==> config.mk <==
export PLATFORM = sky130hd
export DESIGN_NAME = fft_controller_flat
export DESIGN_NICKNAME = d
export VERILOG_FILES = /design/src/rtl/fft_controller_if.sv /design/src/rtl/fft_controller.sv /design/src/flat_wrapper.sv
export SDC_FILE = /design/constraint.sdc
export NUM_CORES = 1
export LEC_CHECK = 0
export ABC_AREA = 0
export BUFFER_PORTS_ARGS = -buffer_cell sky130_fd_sc_hd__clkbuf_2
export CORE_ASPECT_RATIO = 0.5
export CORE_MARGIN = 5
export CORE_UTILIZATION = 37
export CTS_CLUSTER_SIZE = 14
export DETAILED_ROUTE_END_ITERATION = 10
export GPL_ROUTABILITY_DRIVEN = 0
export GPL_TIMING_DRIVEN = 0
export SETUP_SLACK_MARGIN = 0.1
export SYNTH_ARGS = -nofsm -noshare
export SYNTH_HDL_FRONTEND = slang
export SYNTH_SLANG_ARGS = --single-unit
==> constraint.sdc <==
create_clock -name clk -period 1.84 [get_ports clk]
set_input_delay 0.092 -clock clk [delete_from_list [all_inputs] [get_ports clk]]
set_output_delay 0.092 -clock clk [all_outputs]
set_load 0.01 [all_outputs]
==> src/rtl/fft_controller_if.sv <==
// Control/status/address bundle between the FFT sequencer and the butterfly datapath.
interface fft_controller_if #(
    parameter int N_LOG2 = 4
) ();
    logic                        start;
    logic                        busy;
    logic                        done;
    logic                        rd_en;
    logic                        wr_en;
    logic [N_LOG2-1:0]           addr_a;
    logic [N_LOG2-1:0]           addr_b;
    logic [N_LOG2-2:0]           twiddle_index;
    logic [$clog2(N_LOG2)-1:0]   stage;
    logic                        scale;

    modport master (
        input  start,
        output busy, done, rd_en, wr_en, addr_a, addr_b, twiddle_index, stage, scale
    );

    modport slave (
        output start,
        input  busy, done, rd_en, wr_en, addr_a, addr_b, twiddle_index, stage, scale
    );
endinterface

==> src/rtl/fft_controller.sv <==
// In-place radix-2 FFT sequencer: one READ/WRITE pair per butterfly, N/2 butterflies per stage.
// Optional FFT_CTRL_STAGE_SCALE_EN: assert scale on every WRITE (per-stage divide-by-2).
module fft_controller #(
    parameter int N_LOG2 = 4
) (
    input  logic             clk,
    input  logic             n_rst,
    fft_controller_if.master bus
);
    localparam int AW = N_LOG2;
    localparam int TW = N_LOG2 - 1;
    localparam int SW = $clog2(N_LOG2);
    localparam int KW = N_LOG2 - 1;
    localparam logic [KW-1:0] K_LAST = '1;
    localparam logic [SW-1:0] S_LAST = SW'(N_LOG2 - 1);

    typedef enum logic [1:0] {IDLE, READ, WRITE, DONE} state_t;

    typedef struct packed {
        logic [AW-1:0] a;
        logic [AW-1:0] b;
        logic [TW-1:0] tw;
    } bfly_t;

    // addr_a clears bit s of k and shifts the group bits up; addr_b sets bit s.
    function automatic bfly_t bfly_addr(input logic [SW-1:0] s, input logic [KW-1:0] k);
        bfly_t         r;
        logic [AW-1:0] kk;
        logic [AW-1:0] span;
        logic [AW-1:0] pos;
        kk   = {1'b0, k};
        span = AW'(1) << s;
        pos  = kk & (span - 1'b1);
        r.a  = ((kk & ~(span - 1'b1)) << 1) | pos;
        r.b  = r.a | span;
        r.tw = TW'(pos << (S_LAST - s));
        return r;
    endfunction

    state_t        state;
    logic [SW-1:0] s;
    logic [KW-1:0] k;
    logic          busy_q;
    logic          done_q;
    logic          rd_q;
    logic          wr_q;
    bfly_t         ad;

    always_ff @(posedge clk or negedge n_rst) begin
        if (!n_rst) begin
            state  <= IDLE;
            s      <= '0;
            k      <= '0;
            busy_q <= 1'b0;
            done_q <= 1'b0;
            rd_q   <= 1'b0;
            wr_q   <= 1'b0;
            ad     <= '0;
        end else begin
            case (state)
                IDLE: begin
                    if (bus.start) begin
                        state  <= READ;
                        s      <= '0;
                        k      <= '0;
                        busy_q <= 1'b1;
                        rd_q   <= 1'b1;
                        ad     <= bfly_addr('0, '0);
                    end
                end
                READ: begin
                    // Addresses held: the write-back targets the pair just read.
                    state <= WRITE;
                    rd_q  <= 1'b0;
                    wr_q  <= 1'b1;
                end
                WRITE: begin
                    wr_q <= 1'b0;
                    if (k != K_LAST) begin
                        state <= READ;
                        k     <= k + 1'b1;
                        rd_q  <= 1'b1;
                        ad    <= bfly_addr(s, k + 1'b1);
                    end else if (s != S_LAST) begin
                        state <= READ;
                        k     <= '0;
                        s     <= s + 1'b1;
                        rd_q  <= 1'b1;
                        ad    <= bfly_addr(s + 1'b1, '0);
                    end else begin
                        state  <= DONE;
                        k      <= '0;
                        s      <= '0;
                        busy_q <= 1'b0;
                        done_q <= 1'b1;
                        ad     <= '0;
                    end
                end
                DONE: begin
                    state  <= IDLE;
                    done_q <= 1'b0;
                end
                default: state <= IDLE;
            endcase
        end
    end

    assign bus.busy          = busy_q;
    assign bus.done          = done_q;
    assign bus.rd_en         = rd_q;
    assign bus.wr_en         = wr_q;
    assign bus.addr_a        = ad.a;
    assign bus.addr_b        = ad.b;
    assign bus.twiddle_index = ad.tw;
    assign bus.stage         = s;

`ifdef FFT_CTRL_STAGE_SCALE_EN
    assign bus.scale = wr_q;
`else
    assign bus.scale = 1'b0;
`endif

endmodule

==> src/flat_wrapper.sv <==
// flat-port wrapper written by rule: the top's interface ports become plain ports
module fft_controller_flat 
#(
    parameter int N_LOG2 = 4
)
  (clk, n_rst, bus_start, bus_busy, bus_done, bus_rd_en, bus_wr_en, bus_addr_a, bus_addr_b, bus_twiddle_index, bus_stage, bus_scale);
  fft_controller_if #(.N_LOG2(N_LOG2)) bus_i ();
  input  logic clk;
  input  logic n_rst;
  input wire logic [$bits(bus_i.start)-1:0] bus_start;
  output wire logic [$bits(bus_i.busy)-1:0] bus_busy;
  output wire logic [$bits(bus_i.done)-1:0] bus_done;
  output wire logic [$bits(bus_i.rd_en)-1:0] bus_rd_en;
  output wire logic [$bits(bus_i.wr_en)-1:0] bus_wr_en;
  output wire logic [$bits(bus_i.addr_a)-1:0] bus_addr_a;
  output wire logic [$bits(bus_i.addr_b)-1:0] bus_addr_b;
  output wire logic [$bits(bus_i.twiddle_index)-1:0] bus_twiddle_index;
  output wire logic [$bits(bus_i.stage)-1:0] bus_stage;
  output wire logic [$bits(bus_i.scale)-1:0] bus_scale;
  assign bus_i.start = bus_start;
  assign bus_busy = bus_i.busy;
  assign bus_done = bus_i.done;
  assign bus_rd_en = bus_i.rd_en;
  assign bus_wr_en = bus_i.wr_en;
  assign bus_addr_a = bus_i.addr_a;
  assign bus_addr_b = bus_i.addr_b;
  assign bus_twiddle_index = bus_i.twiddle_index;
  assign bus_stage = bus_i.stage;
  assign bus_scale = bus_i.scale;
  fft_controller #(.N_LOG2(N_LOG2)) u_core (.clk(clk), .n_rst(n_rst), .bus(bus_i));
endmodule
# Word-level counts from Yosys, hierarchy flattened
# Index checks and enable logic that the tools add are counted.
[word_totals] register_bits=22 input_bits=3 out_inout_bits=18 word_cells=69
[classes] add_sub_neg=5 n_eq_ne=9 shifts=4 muxes=26 bitwise=5 reduce_logical=10
[op_table] op="2-to-1 mux 11 bit" count=2
[op_table] op="case mux 11 bit (2 select lines)" count=1
[op_table] op="2-to-1 mux 2 bit" count=6
[op_table] op="AND reduction 3 bit" count=3
[op_table] op="inequality test 2 bit (second input constant)" count=4
[op_table] op="bitwise OR 4 bit" count=2
[op_table] op="case mux 2 bit (4 select lines)" count=1
[op_table] op="<< shifter 1 x 2 -> 4 bit (first input constant)" count=2
[op_table] op="2-to-1 mux 1 bit" count=7
[op_table] op="2-to-1 mux 7 bit" count=1
[op_table] op="2-to-1 mux 3 bit" count=2
[op_table] op="case mux 1 bit (2 select lines)" count=3
[op_table] op="case mux 3 bit (2 select lines)" count=1
[op_table] op="nonzero test 2 bit" count=3
[op_table] op="AND 3 x 4 -> 4 bit" count=1
[op_table] op="equality test 2 bit (second input constant)" count=2
[op_table] op="case mux 2 bit (2 select lines)" count=1
[op_table] op="AND reduction 4 bit" count=1
[op_table] op="<< shifter 4 x 2 -> 3 bit" count=1
[op_table] op="subtractor 2 bit (first input constant)" count=2
[op_table] op="subtractor 4 x 1 -> 4 bit (second input constant)" count=1
[op_table] op="adder 3 x 1 -> 3 bit (second input constant)" count=1
[op_table] op="AND 3 bit" count=1
[op_table] op="inequality test 3 x 1 -> 1 bit (second input constant)" count=1
[op_table] op="other kinds (9)" count=9

# Logic depth before layout (Yosys ltp)
# Gate-level depths: netlist (run 1).
[logic_depth] ltp_word=8 ltp_mapped=7 depth_no_buf=5

# Worst setup path after synthesis (run 1)
# No wires, ideal clock.
[synth_timing] path_kind="register -> register" startpoint="reg u_core.s[0] (netlist: u_core.bus.stage[0])" endpoint="reg u_core.ad, in the netlist u_core.bus.addr_b[1]" setup_ps=132 arrival_time_ps=1679 setup_slack_ps=29 path_stages_with_launch=8 period_less_slack_ps=1811 cell_sequence="dfrtp_1 > clkbuf_1 > inv_1 > ha_1 > buf_6 > nor2b_4 > a2111oi_1 > o21ai_1"
[synth_via] elab_chain_cells=8 elab_cells_between_ends=13 cone_classes="add/sub: 2; eq/ne: 1; shift: 2; mux: 3; bitwise: 5"
[synth_lines] element="start, declared" line="fft_controller.sv:41" source="logic [SW-1:0] s;"
[synth_lines] element="start signal, assigned" line="fft_controller.sv:87" source="s <= s + 1'b1;"
[synth_lines] element="<< shifter 1 x 2 -> 4 bit" line="fft_controller.sv:32" source="span = AW'(1) << s;"
[synth_lines] element="subtractor 4 x 1 -> 4 bit" line="fft_controller.sv:33" source="pos = kk & (span - 1'b1);"
[synth_lines] element="inverter 3 bit" line="fft_controller.sv:34" source="r.a = ((kk & ~(span - 1'b1)) << 1) | pos;"
[synth_lines] element="AND 3 bit" line="fft_controller.sv:34"
[synth_lines] element="bitwise OR 4 bit" line="fft_controller.sv:34"
[synth_lines] element="bitwise OR 4 bit" line="fft_controller.sv:35" source="r.b = r.a | span;"
[synth_lines] element="2-to-1 mux 11 bit *" line="fft_controller.sv:79" source="if (k != K_LAST) begin"
[synth_lines] element="case mux 11 bit (2 select lines) *" line="fft_controller.sv:60" source="case (state)"
[synth_lines] element="end signal, assigned" line="fft_controller.sv:68" source="ad <= bfly_addr('0, '0);"
[synth_lines] element="end signal, assigned" line="fft_controller.sv:83" source="ad <= bfly_addr(s, k + 1'b1);"
[synth_lines] element="end signal, assigned" line="fft_controller.sv:89" source="ad <= bfly_addr(s + 1'b1, '0);"
[synth_lines] element="end, declared" line="fft_controller.sv:47" source="bfly_t ad;"
# Every way passes the cells marked *; elsewhere a longest branch is shown, timed or not.
# A chain may end at the register's enable or synchronous reset.

# Final worst setup path (run 1)
[layout_timing] startpoint="reg u_core.state[0]" endpoint="reg u_core.ad, in the netlist u_core.bus.addr_b[0]"
[layout_via] elab_chain_cells=3 elab_cells_between_ends=6 cone_classes="eq/ne: 2; mux: 1; reduce/logical: 3"
[layout_lines] element="start, declared" line="fft_controller.sv:40" source="state_t state;"
[layout_lines] element="start signal, assigned" line="fft_controller.sv:51" source="state <= IDLE;"
[layout_lines] element="start signal, assigned" line="fft_controller.sv:63" source="state <= READ;"
[layout_lines] element="start signal, assigned" line="fft_controller.sv:73" source="state <= WRITE;"
[layout_lines] element="equality test 2 bit / zero test 2 bit (equally long branches)" line="fft_controller.sv:60"
[layout_lines] element="nonzero test 2 bit (no line) / inequality test 2 bit (equally long branches)"
[layout_lines] element="AND reduction 2 bit (no line)"
# Several ways; a longest one is shown, not always the timed one.

==> results.md, run 1 <==
- Port Buffers: 19
- H-tree lvl count: 1
- Hold Vio Cnt, Final: 0
- ANT cells: 0
- Max cap viols: 0
- Die Span X: 94.7 µm
- TritonCTS clock tree: yes
- Hold Path Depth: 3
- Power Total: between 0.8 and 0.9 mW
- DPL Wire Length: 2140 µm
- Drt pass-1 iters: 4
- Setup WS post-layout: 0.145 ns
- Post-synth top flop: dfrtp_1
- Setup violations, final: 0
- Antenna violations before repair: 0
- Area Growth Syn to Fin: 19.6%
- Total core area: around 3400 µm²
- Sequential Power Share: 0.560
- Max_slew headroom: 0.622
- Clock Power Share: 0.419
- Critical path's largest stage delay: 0.42 ns
- Per-cell routed wire length: 14.7 µm
- Via count: 1082
- Slowest stage cell, crit path: dfrtp_1
- Syn_area_per_cell: between 9 and 10 µm²
- TritonCTS buffer count: 3
- Pwr/cell area: 543 nW/µm²
- Post-Syn Area: roughly 1300 µm²
- CP Class: flop to flop
- Sequential area share after synthesis: 0.415
- Number of library cell types mapped by synthesis: 41
- Sw frac: 0.212
- Die area: 4950 µm²
- Switch Pwr: roughly 0.18 mW
- Least-Margin Pin Slew: roughly 0.57 ns
- CP Capture Type: flop
- Clock Sinks: 22
- Status: finished, final reports clean
- Site row count: 15
- Io pins: 21
- WP data required: 2.00 ns
- CTS root buf: clkbuf_8
- Clk slew on worst S/H paths: 0.09 ns
- Nets@finish: 175
- Fin area: 1590 µm²
- Startpoint Class: flop
- Die H: 52.3 µm
- Reg-to-reg setup timing slack: 0.15 ns
- Total grt overflow: 0
- Worst Hold Path EP: u_core.k[2]
- Vias in the first global route: 1042
- Minimum clock period after layout: ~1.7 ns
- First-pass GRT wire length: just over 5000 µm
- Clock Tree Buf Depth: 2
- Initial Util: 0.386
- Initial DRC count: 76
- Fraction of layout cells with a size suffix above 1: 0.264
- Seq cells post-synth: 22
- Post-synth EDFFs: 0
- Max Slew Vio Count: 0
- Final Skew: 0.00489 ns
- Drc violations: 0
- Commonest non-fill, non-tap cell in the layout: dfrtp_1
- Worst r2r src: u_core.state[0]
- Asr flop ratio synth: 1.00
- Lkg Pwr: 0.738 nW
- Critical Path AT: ~1.9 ns
- Hold_sp: bus_start
- RSZ-0062 raised after global routing: yes
- Clock Latency Late Sink: around 0.27 ns
- Gr usage total: 0.136
- Hold Crit Class: input port to flop
- R2R depth: 5
- Non-filler instance count after layout: 210
- Synth Instances: about 130
- Syn Nets: 148
- Post-Place Setup Slack: between 0.004 and 0.005 ns
- Fmax: 590 MHz
- Drt total wl: between 3000 and 4000 µm
- Pin count of the biggest net entering global routing: 23
- Cell count after placement: 203
- Cells along the critical path: inv_1 -> ha_2 -> mux2i_2 -> buf_6 -> mux2_4
- Fin crit share: 0.921
- Fillers: ~350
- Internal power component: ~0.68 mW
- RR Endpoint: u_core.bus.addr_b[0]
- Placed cell area: 1490 µm²
- Worst vdd ir: 223 µV
- Ys Warns: 0
- Setup TNS Final: 0 ns
- Most frequent cells in the layout: dfrtp_1, clkbuf_2, nand2_1, o21ai_1
- Routed Antenna Nets: 0
- Max Fanout on Critical Path: 10
- Vias per inst: 5.15
- Combinational power share: 0.021
sequential cells by signal (all words and copies together) (netlist names), 2 cells and up:
signal and cells:
u_core.bus.addr_a 4, u_core.k 3, u_core.bus.addr_b 4, u_core.bus.stage 2, u_core.bus.twiddle_index 3, u_core.state 2
worst max-delay path: cells and delay by family, from the launching register on:
family | cells | cell delay, ns
adders and majority gates | 1 | 0.27
buffers and inverters | 2 | 0.32
DFF | 1 | 0.42
muxes | 2 | 0.57
metal layers:
layer  part of all wire  vias up  track usage
li1                   -      522            -
met1               0.49      537        0.185
met3              0.048        2       0.0316
met2               0.45       21        0.217
met5                  0        -            0
met4             0.0094        0       0.0359
cell type report:
cell class,count,area (µm²),share of cell area
multi-input cells,93,697,0.439
flip-flops and latches,22,553,0.349
repair buffers,22,120,0.0757
well taps,51,63.8,0.0402
plain buffers,8,60.1,0.0379
clock buffers,4,55.1,0.0347
inverters,10,37.5,0.0237
power by group through the flow:
stage          Sequential, mW  Combinational, mW  Clock (mW)
6_report                0.483             0.0177       0.361
5_1_grt                 0.483             0.0215       0.392
4_1_cts                 0.483             0.0186       0.376
3_5_place_dp            0.493             0.0169           0
3_3_place_gp            0.493             0.0159           0
2_1_floorplan           0.493            0.00285           0
Yosys cell counts (all sizes together) (4+ instances only):
cell,number,area (µm²)
o21ai,15,75.1
ha,12,150
nand2b,5,31.3
inv,10,37.5
nand2,12,45.0
dfrtp,22,551
nor2b,4,32.5
mux2i,5,50.1
buf,7,52.5
nor2,4,15.0
how the worst max path moves through the flow:
| stage | from | endpoint | slack [ns] |
|---|---|---|---|
| 2_1_floorplan | u_core.bus.stage[0] | u_core.bus.addr_b[1] | 0.12 |
| 3_3_place_gp | u_core.bus.stage[0] | u_core.bus.addr_b[1] | 0.007 |
| 3_5_place_dp | u_core.bus.stage[0] | u_core.bus.twiddle_index[1] | 0.004 |
| 4_1_cts | u_core.bus.stage[1] | u_core.bus.addr_b[1] | 0.12 |
| 5_1_grt | u_core.state[1] | u_core.bus.addr_b[0] | 0.07 |
| 6_report | u_core.state[0] | u_core.bus.addr_b[0] | 0.15 |
cells by family after synthesis:
group	synth area share
simple gates	0.155
buf+inv	0.0707
compound gates	0.181
xor+xnor	0.0132
fa+ha+maj	0.113
other cells	0.00283
flops	0.415
mux	0.0491
through the flow:
stage | util | hold slack (ns)
global placement | 0.433 | 0.102
detailed placement | 0.433 | 0.125
finish | 0.462 | 0.188
global route | 0.462 | 0.225
CTS | 0.460 | 0.171
floorplan | - | -0.204
repair_timing:
action | in CTS | in global routing
gates resized for setup | 4 | 4
hold endpoints to repair | 22 | 0
hold buffers | 1 | 0
endpoints found under the setup margin | 6 | 6
buffers inserted | 2 | 0
(Power assumes the default switching activity.)
==> run 2, diff against run 1 <==
- CORE_UTILIZATION: 37 -> 45
- PLACE_DENSITY: default -> 0.69
==> run 2 against run 1 <==
Net effect:
- power down 6.9%
- flip-flop and latch count unchanged
- core utilization up 12 points
- combinational power down 2%
- sequential power about the same
- die area down 15%
- global-route usage up 1.4 points
- setup slack worse by 0.0084 ns
- fmax down 0.49%
- clock-buffer cell count down 1
- register-to-register slack about the same
==> results.md, run 2 (synthesis gave the netlist of run 1 again) <==
- Hold Vio Cnt, Final: 0 (unchanged)
- CP Capture Type: flop
- Pin count of the biggest net entering global routing: 23 (unchanged)
- Antenna violations before repair: 0 (unchanged)
- WP data required: 1.99 ns (about the same)
- Clk slew on worst S/H paths: 0.08 ns (about the same)
- Total grt overflow: 0 (unchanged)
- Critical path's largest stage delay: 0.43 ns (about the same)
- Fraction of layout cells with a size suffix above 1: 0.272 (+0.00800)
- TritonCTS clock tree: yes
- Site row count: 13 (-2)
- Via count: 1064 (-1.7%)
- Slowest stage cell, crit path: dfrtp_1
- Port Buffers: 19 (unchanged)
- Hold Crit Class: input port to flop
- Placed cell area: 1470 µm² (-1.2%)
- TritonCTS buffer count: 3 (unchanged)
- Drc violations: 0 (unchanged)
- Worst Path Buf+Inv: 2 (unchanged)
- Drt total wl: 3030 µm (-1.9%)
- Clock Tree Buf Depth: 2 (unchanged)
- Routed Antenna Nets: 0 (unchanged)
- Clock Sinks: 22 (unchanged)
- Cells along the critical path: inv_1 -> ha_2 -> mux2i_2 -> buf_6 -> mux2_4
- Clock Latency Late Sink: 0.26 ns (about the same)
- Per-cell routed wire length: 15.5 µm (+5.6%)
- Most frequent cells in the layout: dfrtp_1, clkbuf_2, nand2_1, o21ai_1, ha_1
- CP Class: flop to flop
- Vias per inst: 5.46 (+5.9%)
- Top Family by Delay on Critical Path: multiplexers
- First-pass GRT wire length: 5020 µm (-2.3%)
- Setup violations, final: 0 (unchanged)
- Minimum clock period after layout: 1.70 ns (+0.00835 ns)
- Die Span X: 86.8 µm (-8.3%)
- Lkg Pwr: 0.734 nW (-0.59%)
- Area of the multi-input gates: 712 µm² (+2.2%)
- Fillers: 256 (-26%)
- Pwr/cell area: 510 nW/µm² (-6.0%)
- Status: finished, final reports clean
- Io pins: 21 (unchanged)
- RSZ-0062 raised after global routing: yes
- DPL Wire Length: 2120 µm (-1.0%)
- Met3 usage: 0.0405 (+0.00891)
- Max Fanout on Critical Path: 10 (unchanged)
- Vias in the first global route: 1005 (-3.6%)
- Critical Path AT: 1.85 ns (about the same)
- Register area: 553 µm² (unchanged)
- Met1 usage: 0.209 (+0.0242)
- Drt pass-1 iters: 4 (unchanged)
- Met2 Use GR: 0.230 (+0.0127)
- Die H: 48.4 µm (-7.5%)
- Max Slew Vio Count: 0 (unchanged)
- Most Used Layer, Global Route: met2
- Gr usage total: 0.149 (+0.0135)
- Least-Margin Pin Slew: 0.564 ns (-0.00335 ns)
- Max_slew headroom: 0.624 (+0.00223)
- Nets@finish: 175 (unchanged)
- Initial Util: 0.491 (+0.105)
- Fin area: 1570 µm² (-0.87%)
- Max cap viols: 0 (unchanged)
- H-tree lvl count: 1 (unchanged)
- Post-layout util: 0.582 (+0.121)
- ANT cells: 0 (unchanged)
- Fin crit share: 0.926 (+0.00454)
- Fmax: 587 MHz (-0.49%)
- Die area: 4200 µm² (-15%)
- Final Skew: 0.00331 ns (-0.00158 ns)
- Total core area: 2700 µm² (-21%)
- Commonest non-fill, non-tap cell in the layout: dfrtp_1
- Worst vdd ir: 226 µV (+1.3%)
- Startpoint Class: flop
- Initial DRC count: 48 (-37%)
- Area Growth Syn to Fin: 18.6%
- CTS root buf: clkbuf_8
==> run 2: cell count changes in the layout (fill, tap and decap cells not counted), sizes merged <==
| cell | before | now |
|---|---|---|
| clkbuf | 23 | 22 |
==> run 2: area by class of cell <==
type	count	share of cell area
multi-input cells	93	0.453
clock buffers	3	0.0263
repair buffers	22	0.0764
well taps	37	0.0294
inverters	10	0.0239
flip-flops and latches	22	0.352
plain buffers	8	0.0398
==> run 2: metrics by stage <==
| step | setup TNS, ns | hold slack, ns | setup WS [ns] | power (mW) | cells |
|---|---|---|---|---|---|
| floorplan | 0 | -0.204 | 0.118 | 0.496 | 133 |
| detailed placement | -0.0266 | 0.111 | -0.0222 | 0.509 | 189 |
| finish | 0 | 0.186 | 0.137 | 0.803 | 195 |
| global placement | 0 | 0.106 | 0.0237 | 0.509 | 189 |
| global route | 0 | 0.189 | 0.0633 | 0.842 | 195 |
| CTS | 0 | 0.169 | 0.137 | 0.814 | 195 |
==> run 2: tightest hold or removal path: stages <==
cell and delay [ns]:
clkbuf_2 0.15, a32oi_1 0.11, o21ai_0 0.07
==> run 2: timing repair <==
action / in CTS / in global routing
gates resized for setup: 4 / 8
endpoints found under the setup margin: 6 / 6
setup buffers: 2 / 0
hold buffers: 1 / 0
endpoints found under the hold margin: 22 / 0
pin swaps: 0 / 1
==> run 2: worst paths after layout <==
| path | cells past startpoint | slack (ns) | startpoint | endpoint |
|---|---|---|---|---|
| max | 5 | 0.14 | u_core.state[0] | u_core.bus.addr_b[0] |
| max in group asynchronous | 2 | 1.08 | n_rst | u_core.k[0] |
| min in group asynchronous | 2 | 0.35 | n_rst | u_core.bus.rd_en |
| max reg2reg | 5 | 0.14 | u_core.state[0] | u_core.bus.addr_b[0] |
| min | 3 | 0.19 | bus_start | u_core.k[2] |
| min reg2reg | 2 | 0.48 | u_core.bus.addr_a[1] | u_core.bus.addr_a[1] |
==> run 2: where the power goes <==
part           switching, mW  internal (mW)
combinational         0.0127        0.00463
clock                  0.156          0.146
sequential                 0          0.483
==> run 2: routing by layer <==
layer  up-vias  routed length (µm)
li1        515                   -
met1       516                1470
met2        31                1370
met3         2                 173
met4         0                  17
met5         -                   0
